### config.mk
export PLATFORM = sky130hd
export DESIGN_NAME = bsk_ntw_cmd_arbiter_rr
export DESIGN_NICKNAME = d
export VERILOG_FILES = /design/src/rtl/bsk_ntw_cmd_arbiter_rr.sv
export SDC_FILE = /design/constraint.sdc
export NUM_CORES = 1
export LEC_CHECK = 0
export ABC_AREA = 1
export CELL_PAD_IN_SITES_DETAIL_PLACEMENT = 1
export CELL_PAD_IN_SITES_GLOBAL_PLACEMENT = 1
export CORE_MARGIN = 1.5
export CORE_UTILIZATION = 40
export DETAILED_ROUTE_END_ITERATION = 10
export PLACE_DENSITY_LB_ADDON = 0.15
export SYNTH_ARGS = -nofsm -noshare
export SYNTH_HDL_FRONTEND = slang
export SYNTH_SLANG_ARGS = --single-unit
### constraint.sdc
create_clock -name clk -period 10.3 [get_ports clk]
set_input_delay 3.09 -clock clk [delete_from_list [all_inputs] [get_ports clk]]
set_output_delay 3.09 -clock clk [all_outputs]
set_load 0.05 [all_outputs]
### src/rtl/bsk_ntw_cmd_arbiter_rr.sv
// bsk_ntw_cmd_arbiter_rr
//   Round-robin batch-command arbiter for the BSK network. Accepts at most one
//   client command per cycle, drops commands whose key already waits in the
//   pending pool, and broadcasts the pool in strict age order to all servers.
//   Issue is limited by credits equal to the server command FIFO depth; a
//   credit returns after DIST_ITER_NB srv_bdc_avail pulses.
// Ports
//   clk, s_rst_n    clock, synchronous active-low reset
//   clt_cmd/vld/rdy per-client command handshake (rdy is one-hot or zero)
//   srv_cmd         registered broadcast command, valid with srv_cmd_avail
//   srv_bdc_avail   server broadcast-done pulse (credit return counting)
//   flush           empties the pending pool at the next edge
//   pool_cnt        occupied pool entries
//   infl_cnt        issued, not yet retired commands
//   merge_cnt       saturating count of dropped duplicates

module bsk_ntw_cmd_arbiter_rr_chk #(
  parameter int CLT_NB = 3,
  parameter int CMD_W  = 16,
  parameter int ICNT_W = 3
) (
  input logic                    clk,
  input logic                    s_rst_n,
  input logic [CLT_NB*CMD_W-1:0] clt_cmd,
  input logic [CLT_NB-1:0]       clt_vld,
  input logic [CLT_NB-1:0]       clt_rdy,
  input logic                    retire,
  input logic [ICNT_W-1:0]       infl_cnt
);

  a_retire_empty: assert property (@(posedge clk) disable iff (!s_rst_n)
    !(retire && (infl_cnt == '0)))
    else $fatal(1, "retirement with no command in flight");

  a_rdy_onehot: assert property (@(posedge clk) $onehot0(clt_rdy))
    else $fatal(1, "clt_rdy not one-hot-or-zero");

  a_clt_known: assert property (@(posedge clk) disable iff (!s_rst_n)
    !$isunknown({clt_cmd, clt_vld}))
    else $fatal(1, "client inputs unknown out of reset");

endmodule

module bsk_ntw_cmd_arbiter_rr #(
  parameter int CLT_NB         = 3,
  parameter int CMD_W          = 16,
  parameter int KEY_LSB        = 0,
  parameter int KEY_W          = 8,
  parameter int POOL_DEPTH     = 8,
  parameter int SRV_FIFO_DEPTH = 4,
  parameter int DIST_ITER_NB   = 8
) (
  input  logic                                  clk,
  input  logic                                  s_rst_n,
  input  logic [CLT_NB*CMD_W-1:0]               clt_cmd,
  input  logic [CLT_NB-1:0]                     clt_vld,
  output logic [CLT_NB-1:0]                     clt_rdy,
  output logic [CMD_W-1:0]                      srv_cmd,
  output logic                                  srv_cmd_avail,
  input  logic                                  srv_bdc_avail,
  input  logic                                  flush,
  output logic [$clog2(POOL_DEPTH+1)-1:0]       pool_cnt,
  output logic [$clog2(SRV_FIFO_DEPTH+1)-1:0]   infl_cnt,
  output logic [15:0]                           merge_cnt
);

  localparam int PTR_W  = (CLT_NB > 1) ? $clog2(CLT_NB) : 1;
  localparam int PCNT_W = $clog2(POOL_DEPTH + 1);
  localparam int ICNT_W = $clog2(SRV_FIFO_DEPTH + 1);
  localparam int ITER_W = (DIST_ITER_NB > 1) ? $clog2(DIST_ITER_NB) : 1;

  localparam logic [PTR_W-1:0]  PTR_LAST  = PTR_W'(CLT_NB - 1);
  localparam logic [PCNT_W-1:0] POOL_FULL = PCNT_W'(POOL_DEPTH);
  localparam logic [ICNT_W-1:0] INFL_FULL = ICNT_W'(SRV_FIFO_DEPTH);
  localparam logic [ITER_W-1:0] ITER_LAST = ITER_W'(DIST_ITER_NB - 1);

  logic [PTR_W-1:0]  rr_ptr_r;
  logic [CMD_W-1:0]  pool_r [POOL_DEPTH];
  logic [PCNT_W-1:0] pool_cnt_r;
  logic [ICNT_W-1:0] infl_cnt_r;
  logic [ITER_W-1:0] iter_cnt_r;
  logic [15:0]       merge_cnt_r;
  logic [CMD_W-1:0]  srv_cmd_r;
  logic              srv_cmd_avail_r;

  logic              hi_vld_s, lo_vld_s, grant_vld_s;
  logic [PTR_W-1:0]  hi_idx_s, lo_idx_s, grant_idx_s;
  logic              accept_s, dup_s, append_s, merge_s, issue_s, retire_s;
  logic [CLT_NB-1:0] clt_rdy_s;
  logic [CMD_W-1:0]  acc_cmd_s;
  logic [CMD_W-1:0]  pool_nxt_s [POOL_DEPTH];
  logic [PCNT_W-1:0] wr_pos_s;
  logic [PCNT_W-1:0] pool_cnt_nxt_s;
  logic [ICNT_W-1:0] infl_cnt_nxt_s;

  // Round-robin grant: lowest valid index at/above rr_ptr, else lowest overall (wrap).
  always_comb begin
    hi_vld_s = 1'b0;
    hi_idx_s = '0;
    lo_vld_s = 1'b0;
    lo_idx_s = '0;
    for (int j = 0; j < CLT_NB; j++) begin
      if (!hi_vld_s && clt_vld[j] && (PTR_W'(j) >= rr_ptr_r)) begin
        hi_vld_s = 1'b1;
        hi_idx_s = PTR_W'(j);
      end else begin
        hi_vld_s = hi_vld_s;
      end
      if (!lo_vld_s && clt_vld[j]) begin
        lo_vld_s = 1'b1;
        lo_idx_s = PTR_W'(j);
      end else begin
        lo_vld_s = lo_vld_s;
      end
    end
    grant_vld_s = hi_vld_s | lo_vld_s;
    grant_idx_s = hi_vld_s ? hi_idx_s : lo_idx_s;
  end

  // Accept, ready vector, granted command and dedup lookup against the registered pool.
  always_comb begin
    accept_s  = grant_vld_s && s_rst_n && (pool_cnt_r < POOL_FULL) && !flush;
    clt_rdy_s = '0;
    acc_cmd_s = '0;
    dup_s     = 1'b0;
    for (int j = 0; j < CLT_NB; j++) begin
      if (grant_idx_s == PTR_W'(j)) begin
        clt_rdy_s[j] = accept_s;
        acc_cmd_s    = clt_cmd[j*CMD_W +: CMD_W];
      end else begin
        clt_rdy_s[j] = 1'b0;
      end
    end
    for (int j = 0; j < POOL_DEPTH; j++) begin
      if ((PCNT_W'(j) < pool_cnt_r) &&
          (pool_r[j][KEY_LSB +: KEY_W] == acc_cmd_s[KEY_LSB +: KEY_W])) begin
        dup_s = 1'b1;
      end else begin
        dup_s = dup_s;
      end
    end
    append_s = accept_s && !dup_s;
    merge_s  = accept_s && dup_s;
    // Issue decisions use registered counts only, so a freed credit is usable next cycle.
    issue_s  = (pool_cnt_r != '0) && (infl_cnt_r < INFL_FULL) && !flush;
    retire_s = srv_bdc_avail && (iter_cnt_r == ITER_LAST);
  end

  // Pool next state: pop the head on issue (shift), then append behind the survivors.
  always_comb begin
    pool_nxt_s = pool_r;
    wr_pos_s   = pool_cnt_r;
    if (issue_s) begin
      for (int j = 0; j < POOL_DEPTH - 1; j++) begin
        pool_nxt_s[j] = pool_r[j+1];
      end
      wr_pos_s = pool_cnt_r - PCNT_W'(1);
    end else begin
      wr_pos_s = pool_cnt_r;
    end
    for (int j = 0; j < POOL_DEPTH; j++) begin
      if (append_s && (PCNT_W'(j) == wr_pos_s)) begin
        pool_nxt_s[j] = acc_cmd_s;
      end else begin
        pool_nxt_s[j] = pool_nxt_s[j];
      end
    end
    if (flush) begin
      pool_cnt_nxt_s = '0;
    end else begin
      case ({append_s, issue_s})
        2'b10:   pool_cnt_nxt_s = pool_cnt_r + PCNT_W'(1);
        2'b01:   pool_cnt_nxt_s = pool_cnt_r - PCNT_W'(1);
        default: pool_cnt_nxt_s = pool_cnt_r;
      endcase
    end
    case ({issue_s, retire_s})
      2'b10:   infl_cnt_nxt_s = infl_cnt_r + ICNT_W'(1);
      2'b01:   infl_cnt_nxt_s = infl_cnt_r - ICNT_W'(1);
      default: infl_cnt_nxt_s = infl_cnt_r;
    endcase
  end

  // State and registered outputs.
  always_ff @(posedge clk) begin
    if (!s_rst_n) begin
      rr_ptr_r        <= '0;
      pool_cnt_r      <= '0;
      infl_cnt_r      <= '0;
      iter_cnt_r      <= '0;
      merge_cnt_r     <= 16'd0;
      srv_cmd_r       <= '0;
      srv_cmd_avail_r <= 1'b0;
      for (int j = 0; j < POOL_DEPTH; j++) begin
        pool_r[j] <= '0;
      end
    end else begin
      pool_r          <= pool_nxt_s;
      pool_cnt_r      <= pool_cnt_nxt_s;
      infl_cnt_r      <= infl_cnt_nxt_s;
      srv_cmd_avail_r <= issue_s;
      if (issue_s) begin
        srv_cmd_r <= pool_r[0];
      end
      if (accept_s) begin
        rr_ptr_r <= (grant_idx_s == PTR_LAST) ? '0 : grant_idx_s + PTR_W'(1);
      end
      if (srv_bdc_avail) begin
        iter_cnt_r <= retire_s ? '0 : iter_cnt_r + ITER_W'(1);
      end
      if (merge_s && (merge_cnt_r != 16'hFFFF)) begin
        merge_cnt_r <= merge_cnt_r + 16'd1;
      end
    end
  end

  assign clt_rdy       = clt_rdy_s;
  assign srv_cmd       = srv_cmd_r;
  assign srv_cmd_avail = srv_cmd_avail_r;
  assign pool_cnt      = pool_cnt_r;
  assign infl_cnt      = infl_cnt_r;
  assign merge_cnt     = merge_cnt_r;

  bsk_ntw_cmd_arbiter_rr_chk #(
    .CLT_NB (CLT_NB),
    .CMD_W  (CMD_W),
    .ICNT_W (ICNT_W)
  ) u_chk (
    .clk      (clk),
    .s_rst_n  (s_rst_n),
    .clt_cmd  (clt_cmd),
    .clt_vld  (clt_vld),
    .clt_rdy  (clt_rdy_s),
    .retire   (retire_s),
    .infl_cnt (infl_cnt_r)
  );

endmodule

==> results.json <==
{
  "postRouteAntennaNets": 0,
  "firstDrtPassIters": 5,
  "hold_depth": 2,
  "grt_antenna_before_repair": 0,
  "vias": 11050,
  "clkPwrFrac_pct": 39.2,
  "clk_latency_ns": 0.45,
  "synth_area_leader_cell": "dfxtp_1",
  "clk_pin_slew_worst_paths_ns": 0.08,
  "numPortBuffers": 97,
  "cp.required_ns": 7.21,
  "worst-path-stages": 9,
  "nFillCells": 3399,
  "switching_share_pct": 34.21,
  "start_kind": "input port",
  "grt_max_degree": 88,
  "yosysSeqAreaShare_pct": 33.62,
  "timing.final.hold_violations": 0,
  "die_y_um": 163.5,
  "cts_tree": "done",
  "yosysMostFrequentCell": "nand2_1",
  "diodes": 0,
  "path_max_fanout": 39,
  "min_path_type": "flip-flop to flip-flop",
  "power_switching_uw": 578.2,
  "gp_congestion": 0.8535,
  "grt_overflow": 0,
  "cts.repair.resized": 0,
  "core-area_um2": 25250,
  "nNetsFinal": 1755,
  "path_buf_inv": 6,
  "leakage_nw": 4.902,
  "criticalPathCategory": "input port to output port",
  "clock-sinks": 173,
  "drc": 0,
  "max_freq_ghz": 0.1199,
  "netlist_area_um2": 10300,
  "post_cts_buffers": 0,
  "timing.final.crit_share_pct": 80.95,
  "slew_headroom_pct": 33.93,
  "tightestPinTransition_ns": 0.9899,
  "area_growth_pct": 16.73,
  "cts_made_buffers": 17,
  "drt_iter0_drc": 663,
  "netlist.area_leader.share_pct": 33.62,
  "max_stage_delay_ns": 0.48,
  "final_util_pct": 47.61,
  "die_w_um": 163.5,
  "synthArstFlopShare_pct": 0,
  "cts_root_buf": "clkbuf_16",
  "status": "completed",
  "grt_pass1_wl_um": 58630,
  "post-dp-hpwl_um": 24490,
  "cts_hold_buf": 0,
  "synth.avg_cell_area_um2": 6.236,
  "cp_top_family": "buffers and inverters",
  "synth_common_cells": "nand2_1, nand3_1, dfxtp_1",
  "hold_slack_ns": 0.4724,
  "synth_top_flop_cell": "dfxtp_1",
  "crit_chain": "buf_2, clkinv_2, nor2_1, inv_1, nor3_1, buf_4, inv_1, nor2_1, buf_12",
  "rows": 58,
  "synth_fp_nets": 1716,
  "grt_pass1_vias": 10920,
  "setup_viol": 0,
  "grt.total_usage_pct": 27.87,
  "synth_area_leaders": "dfxtp_1, nand2_1, nand3_1",
  "arrival_ns": 5.25,
  "ios": 98,
  "drv_cap": 0,
  "ys_types": 40,
  "syn_inst": 1652,
  "cell_internal_pwr_mw": 1.112,
  "rsz0062_at_grt": "false",
  "yosysWarnings": 0,
  "critPathCaptureType": "output port",
  "maxSlewViolCount": 0,
  "drt-total-wl_um": 36520,
  "fin_crit_ns": 8.338,
  "vias_per_cell": 5.432,
  "die_area_um2": 26720,
  "p_per_area_nw_per_um2": 140.6,
  "pwr-share-seq_pct": 41.4,
  "ff2ff_path_depth": 22,
  "initial_utilization_pct": 40.79,
  "ir_drop_mv": 0.07709,
  "setup_tns_ns": 0,
  "combPwrFrac_pct": 19.3,
  "drt-wirelength-per-cell_um": 17.95,
  "cts-htree-levels": 4,
  "slowest_stage": "clkinv_2",
  "ys_ff_latch": 173,
  "synth-edff-count": 0,
  "drive_above_1_share_pct": 5.869,
  "cts.path.max_buffers": 2,
  "skew_ns": 0.02164
}
power groups by stage:
stage	logic [mW]	registers [mW]	clock network [mW]
after floorplan	0.190	0.732	0
after global placement	0.318	0.715	0
after detailed placement	0.323	0.716	0
after CTS	0.326	0.700	0.675
after global routing	0.358	0.703	0.699
final	0.327	0.700	0.663
logic make-up (layout without fill, tap and decap cells):
logic type	after synthesis	in the layout	synth area share, %
flip-flops	173	173	33.62
buffers and inverters	260	312	10.53
AND/OR/NAND/NOR	954	954	40.53
AO/OA/AOI/OAI	229	229	11.85
XOR/XNOR	27	27	2.296
adder cells (fa/ha/maj)	9	9	1.166
layout make-up:
| cell class | count | area [um2] | share of cell area, % |
|---|---|---|---|
| multi-input cells | 1219 | 5768 | 47.97 |
| flip-flops and latches | 173 | 3463 | 28.80 |
| repair buffers | 121 | 1176 | 9.782 |
| inverters | 159 | 604.3 | 5.026 |
| clock buffers | 17 | 425.4 | 3.538 |
| well taps | 330 | 412.9 | 3.434 |
| clock inverters | 15 | 173.9 | 1.446 |
worst min-delay path, stage by stage (launching register included):
cell and delay, ns:
dfxtp_1 0.32, nand2_1 0.06, a21oi_1 0.06
final timing paths:
check,start,to,slack [ns]
min reg2reg,pool_r[14]$_SDFFE_PN0P_,pool_r[14]$_SDFFE_PN0P_,0.47
max,s_rst_n,clt_rdy[1],1.96
min,pool_r[14]$_SDFFE_PN0P_,pool_r[14]$_SDFFE_PN0P_,0.47
max reg2reg,rr_ptr_r[1]$_SDFFE_PN0P_,pool_r[67]$_SDFFE_PN0P_,5.18
layout by cell type (no fill, tap or decap), drive strengths merged, types with 8 or more instances in the layout:
| cell type | synthesis | final |
|---|---|---|
| nor3 | 22 | 22 |
| buf | 45 | 28 |
| nand3b | 10 | 10 |
| nor2 | 156 | 156 |
| o21ai | 87 | 87 |
| xor2 | 22 | 22 |
| nand2 | 470 | 470 |
| clkbuf | 56 | 17 |
| a21oi | 129 | 129 |
| nand4 | 26 | 26 |
| clkdlybuf4s50 | 0 | 93 |
| inv | 159 | 164 |
| dfxtp | 173 | 173 |
| nand3 | 259 | 259 |
| clkinv | 0 | 9 |
| ha | 8 | 8 |
through the flow:
| stage | power, mW | setup WS, ns | instance area, um2 | std cells |
|---|---|---|---|---|
| after floorplan | 0.9220 | 1.925 | 10300 | 1652 |
| after global placement | 1.033 | 2.021 | 11420 | 2002 |
| after detailed placement | 1.039 | 2.000 | 11420 | 2002 |
| after CTS | 1.701 | 1.992 | 12020 | 2034 |
| after global routing | 1.760 | 1.787 | 12020 | 2034 |
| final | 1.690 | 1.962 | 12020 | 2034 |
metal layers:
metal / up-vias / part of all wire, % / track usage [%] / wire (um)
li1: 5419 / - / - / -
met1: 5320 / 46 / 36.20 / 16760
met2: 251 / 46 / 45.88 / 16780
met3: 58 / 5.0 / 4.977 / 1835
met4: 0 / 3.1 / 10.50 / 1134
met5: - / 0 / 0 / 0
flip-flops by register name (all words and copies together), names as in the netlist:
register,flops
rr_ptr_r,2
pool_cnt,4
iter_cnt_r,3
srv_cmd_avail,1
merge_cnt,16
infl_cnt,3
pool_r,128
srv_cmd,16
Power figures use the tool's default switching activity.
